File: config.mk
export PLATFORM = sky130hd
export DESIGN_NAME = if_prefetch_buffer_flat
export DESIGN_NICKNAME = d
export VERILOG_FILES = /design/src/rtl/if_prefetch_buffer_pkg.sv /design/src/rtl/if_prefetch_buffer_if.sv /design/src/rtl/if_prefetch_buffer_fifo.sv /design/src/rtl/if_prefetch_buffer.sv /design/src/flat_wrapper.sv
export SDC_FILE = /design/constraint.sdc
export NUM_CORES = 1
export LEC_CHECK = 0
export ABC_AREA = 0
export BUFFER_PORTS_ARGS = -buffer_cell sky130_fd_sc_hd__buf_2
export CAP_MARGIN = 40
export CELL_PAD_IN_SITES_DETAIL_PLACEMENT = 0
export CELL_PAD_IN_SITES_GLOBAL_PLACEMENT = 1
export CORE_MARGIN = 2
export CORE_UTILIZATION = 53
export CTS_CLUSTER_DIAMETER = 60
export DETAILED_ROUTE_END_ITERATION = 8
export PLACE_DENSITY_LB_ADDON = 0.1
export SLEW_MARGIN = 10
export SYNTH_ARGS = -nofsm -noshare
export SYNTH_HDL_FRONTEND = slang
export SYNTH_SLANG_ARGS = --single-unit
File: constraint.sdc
create_clock -name clk -period 6.91 [get_ports clk]
set_input_delay 1.382 -clock clk [delete_from_list [all_inputs] [get_ports clk]]
set_output_delay 1.382 -clock clk [all_outputs]
set_load 0.01 [all_outputs]
File: src/rtl/if_prefetch_buffer_pkg.sv
// Shared fetch-side definitions: NOP encoding, default reset PC, FSM state
// names and the {pc, instr} entry stored in the prefetch FIFO.
package riscv_fetch_pkg;

    localparam logic [31:0] NOP_INSTR        = 32'h0000_0013;
    localparam logic [31:0] DEFAULT_RESET_PC = 32'h0000_0000;

    typedef enum logic [1:0] {
        IDLE    = 2'd0,
        WAIT    = 2'd1,
        DISCARD = 2'd2
    } fetch_state;

    typedef struct packed {
        logic [31:0] pc;
        logic [31:0] instr;
    } fetch_entry;

endpackage

File: src/rtl/if_prefetch_buffer_if.sv
// Instruction-memory request/response bus. The fetch unit is the master;
// the memory (or its model) is the slave.
interface if_prefetch_buffer_if;

    logic        imem_req;
    logic [31:0] imem_addr;
    logic        imem_ack;
    logic [31:0] imem_rdata;

    modport master (
        output imem_req,
        output imem_addr,
        input  imem_ack,
        input  imem_rdata
    );

    modport slave (
        input  imem_req,
        input  imem_addr,
        output imem_ack,
        output imem_rdata
    );

endinterface

File: src/rtl/if_prefetch_buffer_fifo.sv
// Generic DEPTH-entry FIFO of {pc, instr} pairs with first-word fall-through
// head. Clear wins over push and pop; push on full is only accepted when a
// pop frees a slot in the same cycle.
module prefetch_fifo
    import riscv_fetch_pkg::*;
#(
    parameter int DEPTH = 4
) (
    input  logic                       clk,
    input  logic                       reset,
    input  logic                       push,
    input  logic                       pop,
    input  logic                       clear,
    input  fetch_entry                 din,
    output fetch_entry                 head,
    output logic [$clog2(DEPTH+1)-1:0] count,
    output logic                       empty,
    output logic                       full
);

    localparam int AW = $clog2(DEPTH);
    localparam int CW = $clog2(DEPTH+1);

    fetch_entry     mem [DEPTH];
    logic [AW-1:0]  rd_ptr;
    logic [AW-1:0]  wr_ptr;
    logic           do_push;
    logic           do_pop;

    assign empty   = (count == '0);
    assign full    = (count == CW'(DEPTH));
    assign do_pop  = pop & ~empty;
    assign do_push = push & (~full | do_pop);
    assign head    = mem[rd_ptr];

    // Pointer and occupancy bookkeeping; clear empties the FIFO in one cycle.
    // NOTE: sequential state uses non-blocking (<=) so every flop samples the pre-edge values.
    always_ff @(posedge clk or posedge reset) begin
        if (reset) begin
            rd_ptr <= '0;
            wr_ptr <= '0;
            count  <= '0;
        end else if (clear) begin
            rd_ptr <= '0;
            wr_ptr <= '0;
            count  <= '0;
        end else begin
            if (do_push) wr_ptr <= wr_ptr + 1'b1;
            if (do_pop)  rd_ptr <= rd_ptr + 1'b1;
            case ({do_push, do_pop})
                2'b10:   count <= count + CW'(1);
                2'b01:   count <= count - CW'(1);
                default: count <= count;
            endcase
        end
    end

    // Entry storage; an entry is only ever read after it has been written.
    // NOTE: the storage array has no reset, so it maps onto plain RAM/regfile cells.
    always_ff @(posedge clk) begin
        if (do_push && !clear) mem[wr_ptr] <= din;
    end

endmodule

File: src/rtl/if_prefetch_buffer.sv
// Instruction-fetch front end: issues sequential fetches to a variable-latency
// memory (one request outstanding), buffers {PC, instruction} pairs in a small
// FIFO and presents the head to IF/ID. A taken branch flushes the FIFO and
// either retargets the in-flight request (ack in the same cycle) or marks the
// pending response for discard.
module if_prefetch_buffer
    import riscv_fetch_pkg::*;
#(
    parameter int          DEPTH    = 4,
    parameter logic [31:0] RESET_PC = DEFAULT_RESET_PC
) (
    input  logic                       clk,
    input  logic                       reset,
    input  logic                       PCSrc,
    input  logic [31:0]                PC_Branch,
    input  logic                       IF_ID_write,
    if_prefetch_buffer_if.master       bus,
    output logic [31:0]                PC_IF,
    output logic [31:0]                INSTRUCTION_IF,
    output logic                       instr_valid,
    output logic [$clog2(DEPTH+1)-1:0] fifo_count
);

    localparam logic [1:0] ST_IDLE    = IDLE;
    localparam logic [1:0] ST_WAIT    = WAIT;
    localparam logic [1:0] ST_DISCARD = DISCARD;

    logic [1:0]  state;
    logic [31:0] fetch_pc;
    logic [31:0] next_addr;
    logic        pop;
    logic        push;
    logic        fifo_empty;
    logic        fifo_full;
    logic        can_issue;
    logic        can_stay;
    int          occ_after_pop;
    fetch_entry  push_entry;
    fetch_entry  head_entry;

    // Flush beats pop and push; a response is only kept when it answers a live request.
    assign pop  = instr_valid & IF_ID_write & ~PCSrc;
    assign push = (state == ST_WAIT) & bus.imem_ack & ~PCSrc;

    // Issue only when this cycle's pop leaves room; stay back-to-back only when
    // the push and pop together still leave room for the next response.
    assign occ_after_pop = int'(fifo_count) - int'(pop);
    assign can_issue     = ~fifo_full | pop;
    assign can_stay      = (occ_after_pop + 1) < DEPTH;

    assign next_addr  = bus.imem_addr + 32'd4;
    assign push_entry = '{pc: bus.imem_addr, instr: bus.imem_rdata};

    prefetch_fifo #(
        .DEPTH (DEPTH)
    ) u_fifo (
        .clk   (clk),
        .reset (reset),
        .push  (push),
        .pop   (pop),
        .clear (PCSrc),
        .din   (push_entry),
        .head  (head_entry),
        .count (fifo_count),
        .empty (fifo_empty),
        .full  (fifo_full)
    );

    assign instr_valid    = ~fifo_empty;
    assign PC_IF          = instr_valid ? head_entry.pc    : 32'h0000_0000;
    assign INSTRUCTION_IF = instr_valid ? head_entry.instr : NOP_INSTR;

    // Fetch sequencer: registered request/address plus the next sequential PC.
    always_ff @(posedge clk or posedge reset) begin
        if (reset) begin
            state         <= ST_IDLE;
            bus.imem_req  <= 1'b0;
            bus.imem_addr <= RESET_PC;
            fetch_pc      <= RESET_PC;
        end else begin
            case (state)
                ST_IDLE: begin
                    if (PCSrc) begin
                        fetch_pc <= PC_Branch;
                    end else if (can_issue) begin
                        bus.imem_req  <= 1'b1;
                        bus.imem_addr <= fetch_pc;
                        state         <= ST_WAIT;
                    end
                end
                ST_WAIT: begin
                    if (PCSrc && bus.imem_ack) begin
                        // Response already here: drop it and retarget immediately.
                        bus.imem_addr <= PC_Branch;
                        fetch_pc      <= PC_Branch;
                    end else if (PCSrc) begin
                        // Old request still pending; its response must be thrown away.
                        fetch_pc <= PC_Branch;
                        state    <= ST_DISCARD;
                    end else if (bus.imem_ack) begin
                        fetch_pc <= next_addr;
                        if (can_stay) begin
                            bus.imem_addr <= next_addr;
                        end else begin
                            bus.imem_req <= 1'b0;
                            state        <= ST_IDLE;
                        end
                    end
                end
                ST_DISCARD: begin
                    if (bus.imem_ack) begin
                        bus.imem_addr <= PCSrc ? PC_Branch : fetch_pc;
                        fetch_pc      <= PCSrc ? PC_Branch : fetch_pc;
                        state         <= ST_WAIT;
                    end else if (PCSrc) begin
                        fetch_pc <= PC_Branch;
                    end
                end
                default: begin
                    bus.imem_req <= 1'b0;
                    state        <= ST_IDLE;
                end
            endcase
        end
    end

endmodule

File: src/flat_wrapper.sv
// flat-port wrapper written by rule: the top's interface ports become plain ports
module if_prefetch_buffer_flat import riscv_fetch_pkg::*;
#(
    parameter int          DEPTH    = 4,
    parameter logic [31:0] RESET_PC = DEFAULT_RESET_PC
)
  (clk, reset, PCSrc, PC_Branch, IF_ID_write, PC_IF, INSTRUCTION_IF, instr_valid, fifo_count, bus_imem_req, bus_imem_addr, bus_imem_ack, bus_imem_rdata);
  if_prefetch_buffer_if bus_i ();
  input  logic clk;
  input  logic reset;
  input  logic PCSrc;
  input  logic [31:0] PC_Branch;
  input  logic IF_ID_write;
  output logic [31:0] PC_IF;
  output logic [31:0] INSTRUCTION_IF;
  output logic instr_valid;
  output logic [$clog2(DEPTH+1)-1:0] fifo_count;
  output wire logic [$bits(bus_i.imem_req)-1:0] bus_imem_req;
  output wire logic [$bits(bus_i.imem_addr)-1:0] bus_imem_addr;
  input wire logic [$bits(bus_i.imem_ack)-1:0] bus_imem_ack;
  input wire logic [$bits(bus_i.imem_rdata)-1:0] bus_imem_rdata;
  assign bus_imem_req = bus_i.imem_req;
  assign bus_imem_addr = bus_i.imem_addr;
  assign bus_i.imem_ack = bus_imem_ack;
  assign bus_i.imem_rdata = bus_imem_rdata;
  if_prefetch_buffer #(.DEPTH(DEPTH), .RESET_PC(RESET_PC)) u_core (.clk(clk), .reset(reset), .PCSrc(PCSrc), .PC_Branch(PC_Branch), .IF_ID_write(IF_ID_write), .bus(bus_i), .PC_IF(PC_IF), .INSTRUCTION_IF(INSTRUCTION_IF), .instr_valid(instr_valid), .fifo_count(fifo_count));
endmodule
==> results by group, run 1 <==
Synthesis
  • Most frequent cells after synthesis: edfxtp_1, dfrtp_1, o21ai_0
  • Seq/Total Area, Yosys: 64.2%
  • Synth top area cells: edfxtp_1, dfrtp_1, mux4_2, and2_1, o21ai_0
  • EDFF count, synth: 256
  • Netlist cell types: 71
  • Warnings, synthesis: 0
  • Seq cells post-synth: 330
  • Post-synth ARST share: roughly 22%
  • Count leader, synth: edfxtp_1
  • Top cell type's share of synthesized area: approximately half
  • Area leader, netlist: edfxtp_1
  • Synth Instances: slightly above 1k
  • Primary FF master, synth: edfxtp_1
  • Mean Syn Cell Area: 14.7 um^2
  • Synth Cell Area: roughly 15,000 um^2

Power
  • Largest vdd supply drop: 0.336 mV
  • Leakage: 6.31 nW
  • Post-layout power: 0.00654 W
  • Power Dens Cells: 379 nW/um^2

Route
  • DR WL/cell: 22.7 um
  • Vias per inst: 6.11
  • Initial drt markers: 940
  • DRC errors left: 0
  • Routed Antenna Nets: 0
  • Routed vias: 9,623
  • Final WL: 35.8 mm
  • DRT Pass-1 Iters: 5

Critical path
  • Worst path buffer plus inverter count: 3
  • Crit end category: flip-flop
  • CP dominant cell by count: ha_1
  • Worst-path fanout max: 64
  • Crit path arrival time: 5.03 ns
  • Cell family with most CP delay: simple AND/OR/NAND/NOR gates
  • Critical Path Slowest Stage Cell: nor3_1
  • Max incr delay on CP: 0.69 ns
  • Worst Path Required: around 7.3 ns
  • Worst setup SP type: flip-flop
  • Crit path kind: flip-flop to flip-flop
  • Critical-path cell list: nor3_1 > clkinv_1 > buf_4 > nand2_1 > nor2_1 > ha_1 > ha_1 > xnor2_4 > nand2b_1 > ha_1 > nand4b_1 > nor4_2 > a211o_1 > nand2_1 > buf_8 > o31ai_1

Layout
  • Share of layout cells above drive strength 1: 27.2%
  • Area occupied by multi-input gates: 4990 um^2
  • Register area: 9540 um^2
  • Area delta synth->final: 16.2%
  • Final Net Count: 1,262
  • Non-filler cells, final: 1,576
  • Fillers: roughly 2.1k
  • Final instance area: 17,300 um^2

GRT
  • Met1 Track Usage GR: 35.0%
  • First-pass GRT wire length: 55.1 mm
  • GR peak layer: met2
  • Met3 Use GR: 3.66%
  • Number of global-route vias before repair: 9,688
  • Initial antenna violation count: 3
  • GRT Total Usage: 24.8%
  • Total grt overflow: 0
  • Largest net degree at the start of global routing: 65
  • Met2 GRT Util: 40.5%

Place
  • Cells after DPL: around 1.5k
  • Input/output buffers: 169
  • Placed instance area: roughly 16,000 um^2
  • DPL Wire Length: ~23 mm
  • GPL Wtd Cong: 0.796

Outcome
  • Status: finished, final reports clean

Timing
  • Max Freq: ~0.22 GHz
  • Worst-Margin Slew: 0.907 ns
  • Pins Over Slew Limit: 0
  • Clock skew: 0.0133 ns
  • Slew headroom: about two fifths
  • Setup_tns: 0 ns
  • Fin crit period: 4.62 ns
  • Final-report hold violation count: 0
  • RSZ-0062 raised after global routing: no
  • Setup violations, final: 0
  • Period Utilization, post-route: 66.9%

Clock network
  • H-tree levels: 2
  • # Post-CTS Setup Buffers: 0
  • # clock sinks: 330
  • Clock tree buffer depth: 3
  • Clock tree from TritonCTS: done
  • Clk_lat worst skew: 0.51 ns
  • Root Buffer Master: clkbuf_16
  • Clk pin slew, worst setup/hold paths: 0.06 ns
  • Hold buffers post-CTS: 0
  • Num CTS Buffers: 36
  • Post-CTS sizing: 0

Floorplanning
  • Standard-cell row count: 61
  • Die Span Y: 171 um
  • DIE AREA: 29,400 um^2
  • Initial core utilization: 53.6%
  • DIE WIDTH: 171 um
  • Ports: 170
  • Core ar.: 27,700 um^2

Job
  • Max Cap Violations: 0

Worst hold path
  • Hold Path Class: flip-flop to flip-flop
final cells by class:
type / instances / area share (%)
Timing Repair Buffer: 192 / 6.40
Clock buffer: 44 / 5.40
Clock inverter: 15 / 0.899
Sequential cell: 330 / 55.3
Antenna cell: 1 / 0.0145
Tap cell: 378 / 2.74
Inverter: 14 / 0.305
Multi-Input combinational cell: 602 / 28.9
cell families after synthesis:
family	share of synthesized area (%)
buffers and inverters	2.41
AO/OA/AOI/OAI	10.7
AND/OR/NAND/NOR	9.26
multiplexers	9.78
XOR/XNOR	2.06
adder cells (fa/ha/maj)	1.48
flip-flops	64.2
other	0.0506
worst reg2reg max path: cells and delay by family, from the launching register on:
family	cells	cell delay (ns)
xor+xnor	1	0.18
simple gates	7	1.96
compound gates	2	0.54
flops	1	0.53
buf+inv	3	0.74
fa+ha+maj	3	0.58
flip-flops by register name (all words and copies together) (netlist names):
name	cells
u_core.state	2
u_core.u_fifo.mem	256
u_core.u_fifo.count	3
u_core.fetch_pc	32
u_core.u_fifo.rd_ptr	2
u_core.bus.imem_req	1
u_core.u_fifo.wr_ptr	2
u_core.bus.imem_addr	32
final timing paths:
path / from / endpoint / slack (ns) / cells after the start
max: u_core.u_fifo.count[2]$_DFFE_PP0P_ / u_core.bus.imem_addr[16]$_DFFE_PP0P_ / 2.29 / 16
min: u_core.fetch_pc[5]$_DFFE_PP0P_ / u_core.fetch_pc[5]$_DFFE_PP0P_ / 0.48 / 2
max reg2reg: u_core.u_fifo.count[2]$_DFFE_PP0P_ / u_core.bus.imem_addr[16]$_DFFE_PP0P_ / 2.29 / 16
min reg2reg: u_core.fetch_pc[5]$_DFFE_PP0P_ / u_core.fetch_pc[5]$_DFFE_PP0P_ / 0.48 / 2
max in group asynchronous: reset / u_core.fetch_pc[18]$_DFFE_PP0P_ / 5.40 / 4
min in group asynchronous: reset / u_core.fetch_pc[5]$_DFFE_PP0P_ / 0.90 / 3
routing by layer:
layer,up-vias,part of all wire [%]
met1,4885,43
met5,-,0.036
met2,361,49
li1,4323,-
met3,52,6.0
met4,2,2.0
cells in the final DEF (no fill, tap or decap), types with 27 or more instances in the layout:
cell and n:
nor2_1 48, nand2_1 33, clkbuf_16 36, a21oi_1 30, o21ai_0 68, edfxtp_1 256
a22oi_1 33, dfrtp_1 72, mux4_2 64, buf_2 169, and2_1 67, o31ai_1 27
per-stage QoR:
step	utilization, %	hold slack (ns)	setup slack [ns]
2_1_floorplan	-	0.450	2.70
3_3_place_gp	57.9	0.466	2.07
3_5_place_dp	58.3	0.472	2.21
4_1_cts	62.3	0.486	2.21
5_1_grt	62.3	0.509	1.85
6_report	62.3	0.483	2.29
report_power, final:
part           leakage [nW]  switching, W  internal, W
Combinational          2.53       0.00109     0.000742
Clock                 0.532      0.000746      0.00104
Sequential             3.25      0.000413      0.00250
Power figures use the tool's default switching activity.
==> run 2: changes to the inputs <==
Settings changed: CORE_UTILIZATION 53 to 49.
Clock period 6.91 ns to 4.27 ns, I/O delays scaled along.
==> results by group, run 2 (synthesized netlist as in run 1, its figures left out) <==
Layout
  • Area delta synth->final: 17.0%
  • Non-filler cells, final: 1,601 (+1.6%)
  • Max FFs per register: 256 (unchanged)
  • Final Net Count: 1,270 (+0.63%)
  • Share of layout cells above drive strength 1: 28.2% (+0.95 points)
  • Reg with most FFs: u_core.u_fifo.mem
  • Regs by FF count: u_core.u_fifo.mem: 256 flops, u_core.bus.imem_addr: 32 flops, u_core.fetch_pc: 32 flops
  • Most common cell after layout, fill and taps aside: edfxtp_1
  • Fillers: 2,392 (+12%)
  • Leading cell types in the layout, fill and taps excluded: edfxtp_1, buf_2, dfrtp_1

Clock network
  • Clk_lat worst skew: 0.51 ns (about the same)
  • H-tree levels: 2 (unchanged)
  • Clock tree buffer depth: 3 (unchanged)
  • Hold buffers post-CTS: 0 (unchanged)
  • Post-CTS sizing: 0 (unchanged)
  • # Post-CTS Setup Buffers: 0 (unchanged)
  • Clk pin slew, worst setup/hold paths: 0.06 ns (about the same)
  • # clock sinks: 330 (unchanged)
  • Clock tree from TritonCTS: done
  • Num CTS Buffers: 36 (unchanged)
  • Root Buffer Master: clkbuf_16

Timing
  • Final-report hold violation count: 0 (unchanged)
  • Setup violations, final: 0 (unchanged)
  • Clock skew: 0.00987 ns (-0.00347 ns)
  • Fin crit period: 3.74 ns (-0.882 ns)
  • Slew headroom: 46.2% (+6.6 points)
  • Period Utilization, post-route: 87.6% (+21 points)
  • Setup_tns: 0 ns (unchanged)
  • RSZ-0062 raised after global routing: no
  • Worst-Margin Slew: 0.808 ns (-0.0997 ns)
  • Max Freq: 0.267 GHz (+24%)
  • Pins Over Slew Limit: 0 (unchanged)

Route
  • DR WL/cell: 22.5 um (-0.80%)
  • Routed vias: 9,614 (-0.094%)
  • DRC errors left: 0 (unchanged)
  • Vias per inst: 6.00 (-1.7%)
  • DRT Pass-1 Iters: 5 (unchanged)
  • Routed Antenna Nets: 0 (unchanged)
  • Final WL: 36.0 mm (+0.77%)
  • Initial drt markers: 868 (-7.7%)

Critical path
  • Max incr delay on CP: 0.53 ns (-0.16 ns)
  • Worst-path fanout max: 16 (-75%)
  • Worst path buffer plus inverter count: 4 (+1)
  • Critical-path cell list: nor3_1 > buf_4 > inv_2 > nand2_1 > nor2_1 > ha_1 > ha_1 > nor2_1 > nand2b_1 > ha_1 > nand4b_1 > nor4_2 > buf_4 > a211o_1 > nand2_1 > buf_4 > o21ai_0
  • Crit end category: flip-flop
  • Cell family with most CP delay: simple AND/OR/NAND/NOR gates
  • FF-to-FF End: u_core.bus.imem_addr[4]$_DFFE_PP0P_
  • Crit path arrival time: 4.12 ns (-0.91 ns)
  • R2r setup slk: 0.53 ns (-1.76 ns)
  • Worst setup SP type: flip-flop
  • Worst flop-to-flop path startpoint: u_core.u_fifo.count[2]$_DFFE_PP0P_
  • Critical Path Slowest Stage Cell: dfrtp_1
  • R2R cell count: 17 (+1)
  • Worst Path Required: 4.65 ns (-2.67 ns)
  • Crit path kind: flip-flop to flip-flop

Worst hold path
  • Hold Path Class: input port to asynchronous set/reset pin

Floorplanning
  • DIE WIDTH: 178 um (+3.9%)
  • Standard-cell row count: 63 (+3.3%)
  • DIE AREA: 31,700 um^2 (+8.0%)
  • Die Span Y: 178 um (+3.9%)
  • Ports: 170 (unchanged)
  • Initial core utilization: 50.0% (-3.6 points)
  • Core ar.: 29,700 um^2 (+7.3%)

GRT
  • Largest net degree at the start of global routing: 65 (unchanged)
  • Total grt overflow: 0 (unchanged)
  • First-pass GRT wire length: 56.0 mm (+1.6%)
  • GRT Total Usage: 23.3% (-1.5 points)
  • Number of global-route vias before repair: 9,697 (+0.093%)
  • Initial antenna violation count: 0 (-3)

Job
  • Max Cap Violations: 0 (unchanged)

Power
  • Largest vdd supply drop: 0.305 mV (-9.2%)
  • Leakage: 6.37 nW (+0.90%)
  • Power Dens Cells: 614 nW/um^2 (+62%)

Place
  • Cells after DPL: 1,536 (+1.3%)
  • GPL Wtd Cong: 0.841 (+5.7%)
  • DPL Wire Length: 23.0 mm (+0.89%)
  • Input/output buffers: 169 (unchanged)

Outcome
  • Status: finished, final reports clean
-- run 2: per-layer routing --
metal / routed length, um / share of wire (%) / GRT usage [%]
met5: 0 / 0 / 0
met4: 482 / 1.3 / 5.43
met3: 2340 / 6.5 / 3.43
met2: 17400 / 48 / 38.0
met1: 15800 / 44 / 33.3
-- run 2: worst max-delay path by stage --
stage,start,end,slack (ns),cells after the start
after floorplan,PCSrc,u_core.bus.imem_addr[28]$_DFFE_PP0P_,0.59,14
final,u_core.u_fifo.count[2]$_DFFE_PP0P_,u_core.bus.imem_addr[4]$_DFFE_PP0P_,0.53,17
after detailed placement,IF_ID_write,u_core.bus.imem_addr[9]$_DFFE_PP0P_,0.42,15
after global routing,u_core.u_fifo.count[2]$_DFFE_PP0P_,u_core.bus.imem_addr[4]$_DFFE_PP0P_,0.26,17
after CTS,u_core.u_fifo.count[2]$_DFFE_PP0P_,u_core.bus.imem_addr[4]$_DFFE_PP0P_,0.53,17
after global placement,IF_ID_write,u_core.bus.imem_addr[5]$_DFFE_PP0P_,0.49,15
-- run 2: where the power goes --
group | internal, W | switching [W] | leakage (nW)
logic | 0.00121 | 0.00178 | 2.57
registers | 0.00405 | 0.000647 | 3.25
clock network | 0.00174 | 0.00123 | 0.551
total | 0.00700 | 0.00366 | 6.37
-- run 2: area by class of cell --
cell class	count	area, um^2	share of cell area, %
Sequential cell	330	9540	55.0
Multi-Input combinational cell	602	4990	28.7
Timing Repair Buffer	200	1160	6.66
Clock buffer	43	958	5.52
Tap cell	390	488	2.81
Clock inverter	21	179	1.03
Inverter	14	52.6	0.303
Antenna cell	1	2.50	0.0144
-- run 2: worst reg2reg max path: stages, from the launching register on --
cell      delay (ns)
dfrtp_1         0.53
nor3_1          0.20
buf_4           0.19
inv_2           0.04
nand2_1         0.13
nor2_1          0.06
ha_1            0.18
ha_1            0.26
nor2_1          0.21
nand2b_1        0.12
ha_1            0.28
nand4b_1        0.11
nor4_2          0.05
buf_4           0.14
a211o_1         0.32
nand2_1         0.34
buf_4           0.30
o21ai_0         0.14
-- run 2: per-stage QoR --
stage | setup WS [ns] | instance area [um^2] | hold WS [ns] | total power [W] | util [%]
detailed placement | 0.419 | 16200 | 0.472 | 0.00775 | 54.6
floorplan | 0.589 | 14900 | 0.450 | 0.00656 | -
CTS | 0.526 | 17400 | 0.206 | 0.0107 | 58.4
global route | 0.256 | 17400 | 0.220 | 0.0112 | 58.4
global placement | 0.489 | 16200 | 0.462 | 0.00769 | 54.5
finish | 0.528 | 17400 | 0.219 | 0.0107 | 58.4
==> run 3: changes to the inputs <==
Settings changed: REMOVE_ABC_BUFFERS set to 1.
==> results by group, run 3 (synthesized netlist as in run 1, its figures left out) <==
Outcome
  • Status: finished, final reports clean

Layout
  • Fin util: 58.7% (+0.25 points)
  • Antenna fix cells: 0 (-1)
  • Final Net Count: 1,273 (+0.24%)
  • Leading cell types in the layout, fill and taps excluded: edfxtp_1, buf_2, dfrtp_1
  • Reg with most FFs: u_core.u_fifo.mem
  • Register area: 9550 um^2 (about the same)
  • Regs by FF count: u_core.u_fifo.mem: 256 flops, u_core.bus.imem_addr: 32 flops, u_core.fetch_pc: 32 flops
  • Max FFs per register: 256 (unchanged)
  • Area delta synth->final: 17.5%
  • Share of layout cells above drive strength 1: 28.1% (-0.12 points)
  • Most common cell after layout, fill and taps aside: edfxtp_1
  • Area occupied by multi-input gates: 5010 um^2 (+0.43%)
  • Fillers: 2,436 (+1.8%)

Timing
  • Worst-Margin Slew: 0.965 ns (+0.157 ns)
  • Pins Over Slew Limit: 0 (unchanged)
  • RSZ-0062 raised after global routing: no
  • Slew headroom: 35.2% (-11 points)
  • Final hold slack: 0.475 ns (+0.256 ns)
  • Clock skew: 0.0101 ns (+0.000185 ns)
  • Setup violations, final: 0 (unchanged)
  • Fin crit period: 3.73 ns (-0.0118 ns)
  • Max Freq: 0.268 GHz (+0.32%)
  • Final-report hold violation count: 0 (unchanged)
  • Period Utilization, post-route: 87.4% (-0.28 points)

GRT
  • First-pass GRT wire length: 56.3 mm (+0.49%)
  • GRT Total Usage: 23.4% (+0.061 points)
  • Largest net degree at the start of global routing: 64 (-1.5%)
  • Number of global-route vias before repair: 9,599 (-1.0%)
  • Total grt overflow: 0 (unchanged)
  • Initial antenna violation count: 0 (unchanged)

Route
  • DRT Pass-1 Iters: 7 (+2)
  • Routed Antenna Nets: 0 (unchanged)
  • Initial drt markers: 789 (-9.1%)
  • Routed vias: 9,526 (-0.92%)
  • Final WL: 36.1 mm (+0.22%)
  • DRC errors left: 0 (unchanged)
  • Vias per inst: 5.94 (-1.2%)
  • DR WL/cell: 22.5 um (about the same)

Clock network
  • Num CTS Buffers: 37 (+2.8%)
  • Clk_lat worst skew: 0.51 ns (about the same)
  • Post-CTS sizing: 0 (unchanged)
  • Clock tree from TritonCTS: done
  • Clock tree buffer depth: 3 (unchanged)
  • Hold buffers post-CTS: 0 (unchanged)
  • # Post-CTS Setup Buffers: 0 (unchanged)
  • # clock sinks: 330 (unchanged)
  • Clk pin slew, worst setup/hold paths: 0.06 ns (about the same)
  • H-tree levels: 2 (unchanged)
  • Root Buffer Master: clkbuf_16

Place
  • GPL Wtd Cong: 0.835 (-0.73%)
  • DPL Wire Length: 23.3 mm (+1.6%)
  • Input/output buffers: 169 (unchanged)

Job
  • Max Cap Violations: 0 (unchanged)

Critical path
  • Crit path kind: flip-flop to flip-flop
  • Worst setup SP type: flip-flop
  • Crit end category: flip-flop
  • Worst-path fanout max: 16 (unchanged)
  • Worst flop-to-flop path startpoint: u_core.u_fifo.count[1]$_DFFE_PP0P_
  • Critical path origin: u_core.u_fifo.count[1]$_DFFE_PP0P_
  • Worst Path Required: 4.67 ns (+0.02 ns)
  • Crit path arrival time: 4.13 ns (about the same)

Floorplanning
  • Die Span Y: 178 um (unchanged)
  • DIE WIDTH: 178 um (unchanged)
  • Core ar.: 29,700 um^2 (unchanged)
  • Initial core utilization: 50.0% (unchanged)
  • Standard-cell row count: 63 (unchanged)
  • DIE AREA: 31,700 um^2 (unchanged)
  • Ports: 170 (unchanged)

Worst hold path
  • Hold Path Class: input port to asynchronous set/reset pin

Power
  • Largest vdd supply drop: 0.359 mV (+18%)
  • Power Dens Cells: 612 nW/um^2 (-0.21%)
  • Leakage: 6.39 nW (+0.26%)
-- run 3: cell count changes in the layout (fill, tap and decap cells not counted), moves of 2 or more --
cell      change
clkbuf_1      +5
clkinv_4      -3
buf_12        +2
and3_2        -4
clkinv_1      +2
and3_4        +4
-- run 3: metal layers --
| metal | up-vias | track usage (%) | wire (um) |
|---|---|---|---|
| met5 | - | 0 | 0 |
| met4 | 0 | 6.25 | 857 |
| met3 | 56 | 3.05 | 1790 |
| met2 | 290 | 38.3 | 17400 |
| met1 | 4833 | 33.2 | 16100 |
| li1 | 4347 | - | - |
-- run 3: layout make-up --
class                      count  area share (%)
inverter                      14           0.301
clock inverter                20            1.04
multi-input combinational    602            28.7
timing repair buffer         202            6.89
sequential                   330            54.7
clock buffer                  47            5.52
tap                          390            2.80
-- run 3: path summary, 6_finish.rpt --
check | to | slack (ns) | cells past startpoint
worst max-delay path | u_core.bus.imem_addr[16]$_DFFE_PP0P_ | 0.54 | 15
worst min register to register | u_core.fetch_pc[8]$_DFFE_PP0P_ | 0.48 | 2
worst min-delay path | u_core.fetch_pc[23]$_DFFE_PP0P_ | 0.47 | 2
min in group clk | u_core.fetch_pc[8]$_DFFE_PP0P_ | 0.48 | 2
worst max register to register | u_core.bus.imem_addr[16]$_DFFE_PP0P_ | 0.54 | 15
max in group asynchronous | u_core.bus.imem_addr[10]$_DFFE_PP0P_ | 3.07 | 3
-- run 3: critical path, stage by stage (launching register included) --
cell and delay (ns):
dfrtp_1 0.37, nor3_1 0.46, inv_2 0.07, nand2_1 0.15, nor2_1 0.06, ha_1 0.17
ha_1 0.24, xnor2_4 0.18, nand2b_1 0.15, ha_1 0.13, nand4b_1 0.11, nor4_2 0.42
a211o_1 0.26, nand2_1 0.30, buf_12 0.27, o31ai_1 0.27
-- run 3: where the power goes --
part	internal, W	switching, W
clock	0.00178	0.00122
sequential	0.00405	0.000599
combinational	0.00125	0.00178
total	0.00708	0.00360
-- run 3: per-stage QoR --
step                area [um^2]  std cells  power (W)  setup WS [ns]  TNS [ns]
floorplan                 14600        946    0.00644         -0.318     -8.03
global placement          16300       1537    0.00769          0.493         0
detailed placement        16300       1538    0.00776          0.407         0
CTS                       17400       1605     0.0108          0.467         0
global route              17400       1605     0.0113          0.165         0
finish                    17400       1605     0.0107          0.540         0
